$ cat config.mk
export PLATFORM = sky130hd
export DESIGN_NAME = regfile_wb_arbiter
export DESIGN_NICKNAME = d
export VERILOG_FILES = /design/src/rtl/wb_pkg.sv /design/src/rtl/wb_rr_arbiter.sv /design/src/rtl/regfile_wb_arbiter.sv
export SDC_FILE = /design/constraint.sdc
export NUM_CORES = 1
export LEC_CHECK = 0
export BUFFER_PORTS_ARGS = -buffer_cell sky130_fd_sc_hd__buf_2
export CORE_UTILIZATION = 48
export CTS_BUF_LIST = sky130_fd_sc_hd__clkbuf_4
export CTS_CLUSTER_DIAMETER = 100
export CTS_CLUSTER_SIZE = 14
export DETAILED_ROUTE_END_ITERATION = 12
export PLACE_DENSITY_LB_ADDON = 0.15
export SYNTH_ARGS = -nofsm -noshare
export SYNTH_HDL_FRONTEND = slang
export SYNTH_HIERARCHICAL = 1
export SYNTH_SLANG_ARGS = --single-unit
$ cat constraint.sdc
create_clock -name clk -period 3.5 [get_ports clk]
set_clock_uncertainty 0.1 [all_clocks]
set_input_delay 0.7 -clock clk [delete_from_list [all_inputs] [get_ports clk]]
set_output_delay 0.7 -clock clk [all_outputs]
set_load 0.01 [all_outputs]
$ cat src/rtl/wb_pkg.sv
// Shared types and constants for the register-file writeback arbiter.
package wb_pkg;

  localparam int WB_XLEN      = 32;
  localparam int NUM_INT_REGS = 32;
  localparam int NUM_FP_REGS  = 32;

  localparam int REQ_ALU = 0;
  localparam int REQ_LSU = 1;
  localparam int REQ_FPU = 2;

  typedef struct packed {
    logic [4:0]         rd;
    logic               fp;
    logic [WB_XLEN-1:0] data;
  } wb_req_t;

endpackage

$ cat src/rtl/wb_rr_arbiter.sv
// One-hot writeback grant. WB_ARB_RR_EN selects round-robin (with pointer);
// otherwise fixed priority, lowest index first.
module wb_rr_arbiter #(
  parameter int NUM_REQ = 3
) (
`ifdef WB_ARB_RR_EN
  input  logic               clk,
  input  logic               rst,
`endif
  input  logic [NUM_REQ-1:0] valid_i,
  output logic [NUM_REQ-1:0] grant_o
);

`ifdef WB_ARB_RR_EN
  localparam int PW = (NUM_REQ > 1) ? $clog2(NUM_REQ) : 1;

  logic [PW-1:0] ptr_q, ptr_d;

  // Search starts one past the last granted requester.
  always_comb begin
    int idx;
    idx     = 0;
    grant_o = '0;
    ptr_d   = ptr_q;
    for (int off = 1; off <= NUM_REQ; off++) begin
      idx = (int'(ptr_q) + off) % NUM_REQ;
      if (grant_o == '0 && valid_i[idx]) begin
        grant_o[idx] = 1'b1;
        ptr_d        = PW'(idx);
      end
    end
  end

  always_ff @(posedge clk or posedge rst) begin
    if (rst) ptr_q <= PW'(NUM_REQ - 1);
    else     ptr_q <= ptr_d;
  end
`else
  always_comb begin
    grant_o = '0;
    for (int i = 0; i < NUM_REQ; i++) begin
      if (grant_o == '0 && valid_i[i]) grant_o[i] = 1'b1;
    end
  end
`endif

endmodule

$ cat src/rtl/regfile_wb_arbiter.sv
// Writeback arbiter + register scoreboard in front of the register file's single
// write port. Define WB_ARB_RR_EN for round-robin arbitration (default: fixed priority).
module regfile_wb_arbiter
  import wb_pkg::*;
#(
  parameter int NUM_REQ = 3,
  parameter int XLEN    = WB_XLEN
) (
  input  logic                    clk,
  input  logic                    rst,
  input  logic [NUM_REQ-1:0]      req_valid,
  output logic [NUM_REQ-1:0]      req_ready,
  input  logic [NUM_REQ*5-1:0]    req_rd,
  input  logic [NUM_REQ-1:0]      req_fp,
  input  logic [NUM_REQ*XLEN-1:0] req_data,
  input  logic                    issue_valid,
  input  logic [4:0]              issue_rd,
  input  logic                    issue_fp,
  input  logic [4:0]              chk_rs1,
  input  logic [4:0]              chk_rs2,
  input  logic                    chk_rs1_fp,
  input  logic                    chk_rs2_fp,
  output logic                    rs1_busy,
  output logic                    rs2_busy,
  output logic                    wr_en,
  output logic                    wr_float,
  output logic [4:0]              wr_reg,
  output logic [XLEN-1:0]         wr_data
);

  logic [NUM_REQ-1:0] grant_raw;
  wb_req_t            sel;

  logic               wr_en_q, wr_float_q;
  logic [4:0]         wr_reg_q;
  logic [XLEN-1:0]    wr_data_q;

  logic [NUM_INT_REGS-1:1] int_busy_q, int_busy_d;
  logic [NUM_FP_REGS-1:0]  fp_busy_q, fp_busy_d;
  logic [NUM_INT_REGS-1:0] int_view, int_next;

  wb_rr_arbiter #(.NUM_REQ(NUM_REQ)) u_arb (
`ifdef WB_ARB_RR_EN
    .clk     (clk),
    .rst     (rst),
`endif
    .valid_i (req_valid),
    .grant_o (grant_raw)
  );

  // Reset forces the grant low even if a requester has not yet dropped valid.
  assign req_ready = grant_raw & {NUM_REQ{~rst}};

  always_comb begin
    sel = '0;
    for (int i = 0; i < NUM_REQ; i++) begin
      if (req_ready[i]) begin
        sel.rd   = req_rd[i*5 +: 5];
        sel.fp   = req_fp[i];
        sel.data = req_data[i*XLEN +: XLEN];
      end
    end
  end

  always_ff @(posedge clk or posedge rst) begin
    if (rst) begin
      wr_en_q    <= 1'b0;
      wr_float_q <= 1'b0;
      wr_reg_q   <= '0;
      wr_data_q  <= '0;
    end else if (|req_ready) begin
      // Integer x0 is consumed but never written.
      wr_en_q    <= sel.fp | (sel.rd != 5'd0);
      wr_float_q <= sel.fp;
      wr_reg_q   <= sel.rd;
      wr_data_q  <= sel.data;
    end else begin
      wr_en_q    <= 1'b0;
      wr_float_q <= 1'b0;
    end
  end

  assign int_view = {int_busy_q, 1'b0};

  // Clear first, then set, so a new producer wins a same-cycle collision.
  always_comb begin
    int_next  = int_view;
    fp_busy_d = fp_busy_q;
    if (wr_en_q) begin
      if (wr_float_q) fp_busy_d[wr_reg_q] = 1'b0;
      else            int_next[wr_reg_q]  = 1'b0;
    end
    if (issue_valid) begin
      if (issue_fp) fp_busy_d[issue_rd] = 1'b1;
      else          int_next[issue_rd]  = 1'b1;
    end
    int_busy_d = int_next[NUM_INT_REGS-1:1];
  end

  always_ff @(posedge clk or posedge rst) begin
    if (rst) begin
      int_busy_q <= '0;
      fp_busy_q  <= '0;
    end else begin
      int_busy_q <= int_busy_d;
      fp_busy_q  <= fp_busy_d;
    end
  end

  // A write landing this cycle is forwarded by the register file, so mask it.
  assign rs1_busy = (chk_rs1_fp ? fp_busy_q[chk_rs1] : int_view[chk_rs1]) &
                    ~(wr_en_q && (wr_float_q == chk_rs1_fp) && (wr_reg_q == chk_rs1));
  assign rs2_busy = (chk_rs2_fp ? fp_busy_q[chk_rs2] : int_view[chk_rs2]) &
                    ~(wr_en_q && (wr_float_q == chk_rs2_fp) && (wr_reg_q == chk_rs2));

  assign wr_en    = wr_en_q;
  assign wr_float = wr_float_q;
  assign wr_reg   = wr_reg_q;
  assign wr_data  = wr_data_q;

endmodule

==> results.md <==
- Outcome: finished, violations left
- Failing checks: negative setup slack
- GRT Overall Usage: a little under 30%
- Startpoint Class: flop
- Max-Cap Viols: 0
- Initial Util: about half
- Crit. End Element: output pin
- Met3 Use GR: under 10%
- Busiest grt layer: met2
- Routed vias/inst: between 6 and 7
- P&R area growth vs syn: 21.00%
- Ports: between 150 and 200
- Cts hold-fix bufs: 0
- Final hold vios: 0
- Worst Path Required: roughly 2.7 ns
- Worst-path maximum fanout: 3
- Crit Path Class: flop to output pin
- Setup Viol. Count Final: 2
- Cell Area, Synth: between 5000 and 6000 um2
- Vias in the first global route: approximately 5.2k
- Inserted Clock Buffers: 9
- Syn nets: 669
- Dpl hpwl: around 13 mm
- Vias: ~5.4k
- Initial antenna violation count: 0
- Post-synth top area cell: dfrtp_1
- Final WL: around 18 mm
- Final min period: between 3 and 4 ns
- Drc violations: 0
- ANT cells: 0
- Dpl cells: 834
- Die width: around 110 um
- Core ar.: around 11000 um2
- DIE AREA: between 10000 and 15000 um2
- Seq/Total Area, Yosys: about 45%
- Reg clk slew, reported paths: 0.16 ns
- CTS sink cnt: ~100
- Drt wl/cell: 20.65 um
- Synth area leaders: dfrtp_1, o21ai_0, a22oi_1, mux4_2, mux4_1
- Drt pass-1 iters: 7
- First-pass GRT wire length: 28.03 mm
- Hold slack final: between 0.2 and 0.3 ns
- Worst setup margin: -0.005852 ns
- Commonest non-fill, non-tap cell in the layout: buf_2
- Synth Instances: between 500 and 600
- Commonest cells after routing, fill and taps aside: buf_2, o21ai_0, dfrtp_1, a22oi_1, mux4_2
- Post-Layout Cell Count: roughly 850
- Reg2reg start: wr_reg[2]
- Fin nets: around 840
- Layout cells sized above 1: between 30% and 40%
- Lkg Pwr: around 0.0028 uW
- Grt met1 use: approximately 40%
- Final worst path period share: 100.2%
- Worst-Skew Late Latency: a little under 0.5 ns
- Max-slew violations: 0
- Hold Crit Class: input pin to asynchronous set/reset pin
- Detail Route Antenna Nets: 0
- VDD IR max: 0.0003003 V
- CTS tree: built
- Slew margin rel.: a little over half
- Power per cell area: around 510 nW/um2
- RSZ-0062 raised after global routing: yes
- Crit. Startpoint: int_busy_q[27]
- Pre-CTS setup slack: -0.2345 ns
- Synth top area share: a little under half
- Clock Path Buffers: 2
- Largest net degree at the start of global routing: 57
- Root buf cell: clkbuf_4
- Row cnt: 39
- Final Wtd Congestion: roughly 0.98
- H-tree Lvls: 3
- Fmax: about 0.29 GHz
- Worst-Margin Slew: 0.7070 ns
- Initial DRC count: 560
- Post-Syn Area per Cell: between 10 and 15 um2
- Crit path DAT: 2.71 ns
- Yosys reg bits: ~100
- Port-buffer cells: roughly 180
- Die Y-Extent: about 110 um
- Number of synthesis warnings: 6
- Met2 Track Usage GR: approximately 45%
- Global route overflow: 0
- Count of different cell masters after synthesis: 29
## final cells by class
class / count / area [um2]
clock buffer: 10 / 75.07
clock inverter: 6 / 45.04
fill: 1011 / 4584
inverter: 7 / 28.78
multi-input combinational: 383 / 2880
sequential: 102 / 2552
tap: 143 / 178.9
timing repair buffer: 200 / 1074
## Yosys cell counts
cell type / number
a2111oi_0: 2
buf_2: 2
or4_1: 2
dfrtp_1: 102
nand4_1: 4
nand2_1: 17
a211o_1: 2
nor3b_2: 1
nor2_1: 7
mux4_1: 14
nor3_1: 9
buf_6: 2
or3_1: 2
o21ai_0: 166
mux2i_1: 6
a21o_1: 5
clkbuf_1: 34
o211ai_1: 4
mux4_2: 20
nor3b_1: 7
or3b_2: 2
xnor2_1: 12
buf_4: 1
nand3_1: 12
nor4_1: 1
nor2b_1: 10
a22oi_1: 70
inv_1: 7
nand3b_1: 8
## worst paths after layout
check,endpoint,cells past startpoint,slack (ns)
setup / recovery,rs2_busy,5,-0.006
max in group asynchronous,fp_busy_q[2],3,2.32
hold / removal,wr_data[26],2,0.28
hold reg to reg,wr_data[23],2,0.41
setup reg to reg,fp_busy_q[7],3,1.66
min in group clk,wr_data[23],3,0.34
## report_power, final
group          internal, uW  switching (uW)  leakage, uW
clock                   161             412    0.0000715
sequential             1510             303      0.00113
combinational           579             512      0.00162
total                  2250            1230      0.00282
## cell families (layout without fill, tap and decap cells)
kind of cell              after synthesis  in the layout  synth area share [%]
AOI/OAI and AO/OA                     249            249                 25.83
DFF                                   102            102                 45.19
and+or+nand+nor                        82             82                 8.130
buffers and inverters                  46            223                 3.434
muxes                                  40             40                 15.55
xor gates and xnor gates               12             12                 1.861
## worst max-delay path: stages (launching register included)
cell,delay (ns)
dfrtp_1,0.45
mux4_2,0.46
mux4_2,0.47
nor3b_1,0.15
or4_1,0.52
buf_2,0.16
## through the flow
stage / util [%] / area (um2) / power (uW) / TNS [ns]
after floorplan: - / 5648 / 2440 / 0
after global placement: 58.99 / 6735 / 2834 / -0.3987
after detailed placement: 58.99 / 6735 / 2888 / -0.4523
after CTS: 59.85 / 6834 / 3470 / -0.01296
after global routing: 59.85 / 6834 / 3679 / -0.1386
final: 59.85 / 6834 / 3480 / -0.006705
## per-layer routing
metal  vias up  wire [um]
met5         -          0
met4         0        431
met3        35       1609
met2       306       8270
met1      2628       7265
li1       2409          -
## what timing repair did
item	in CTS	in global routing
resized for setup	15	0
buffers inserted	1	0
setup endpoints to repair	2	2
pin swaps	2	0
Note: power is estimated with default switching activity, not from simulation.
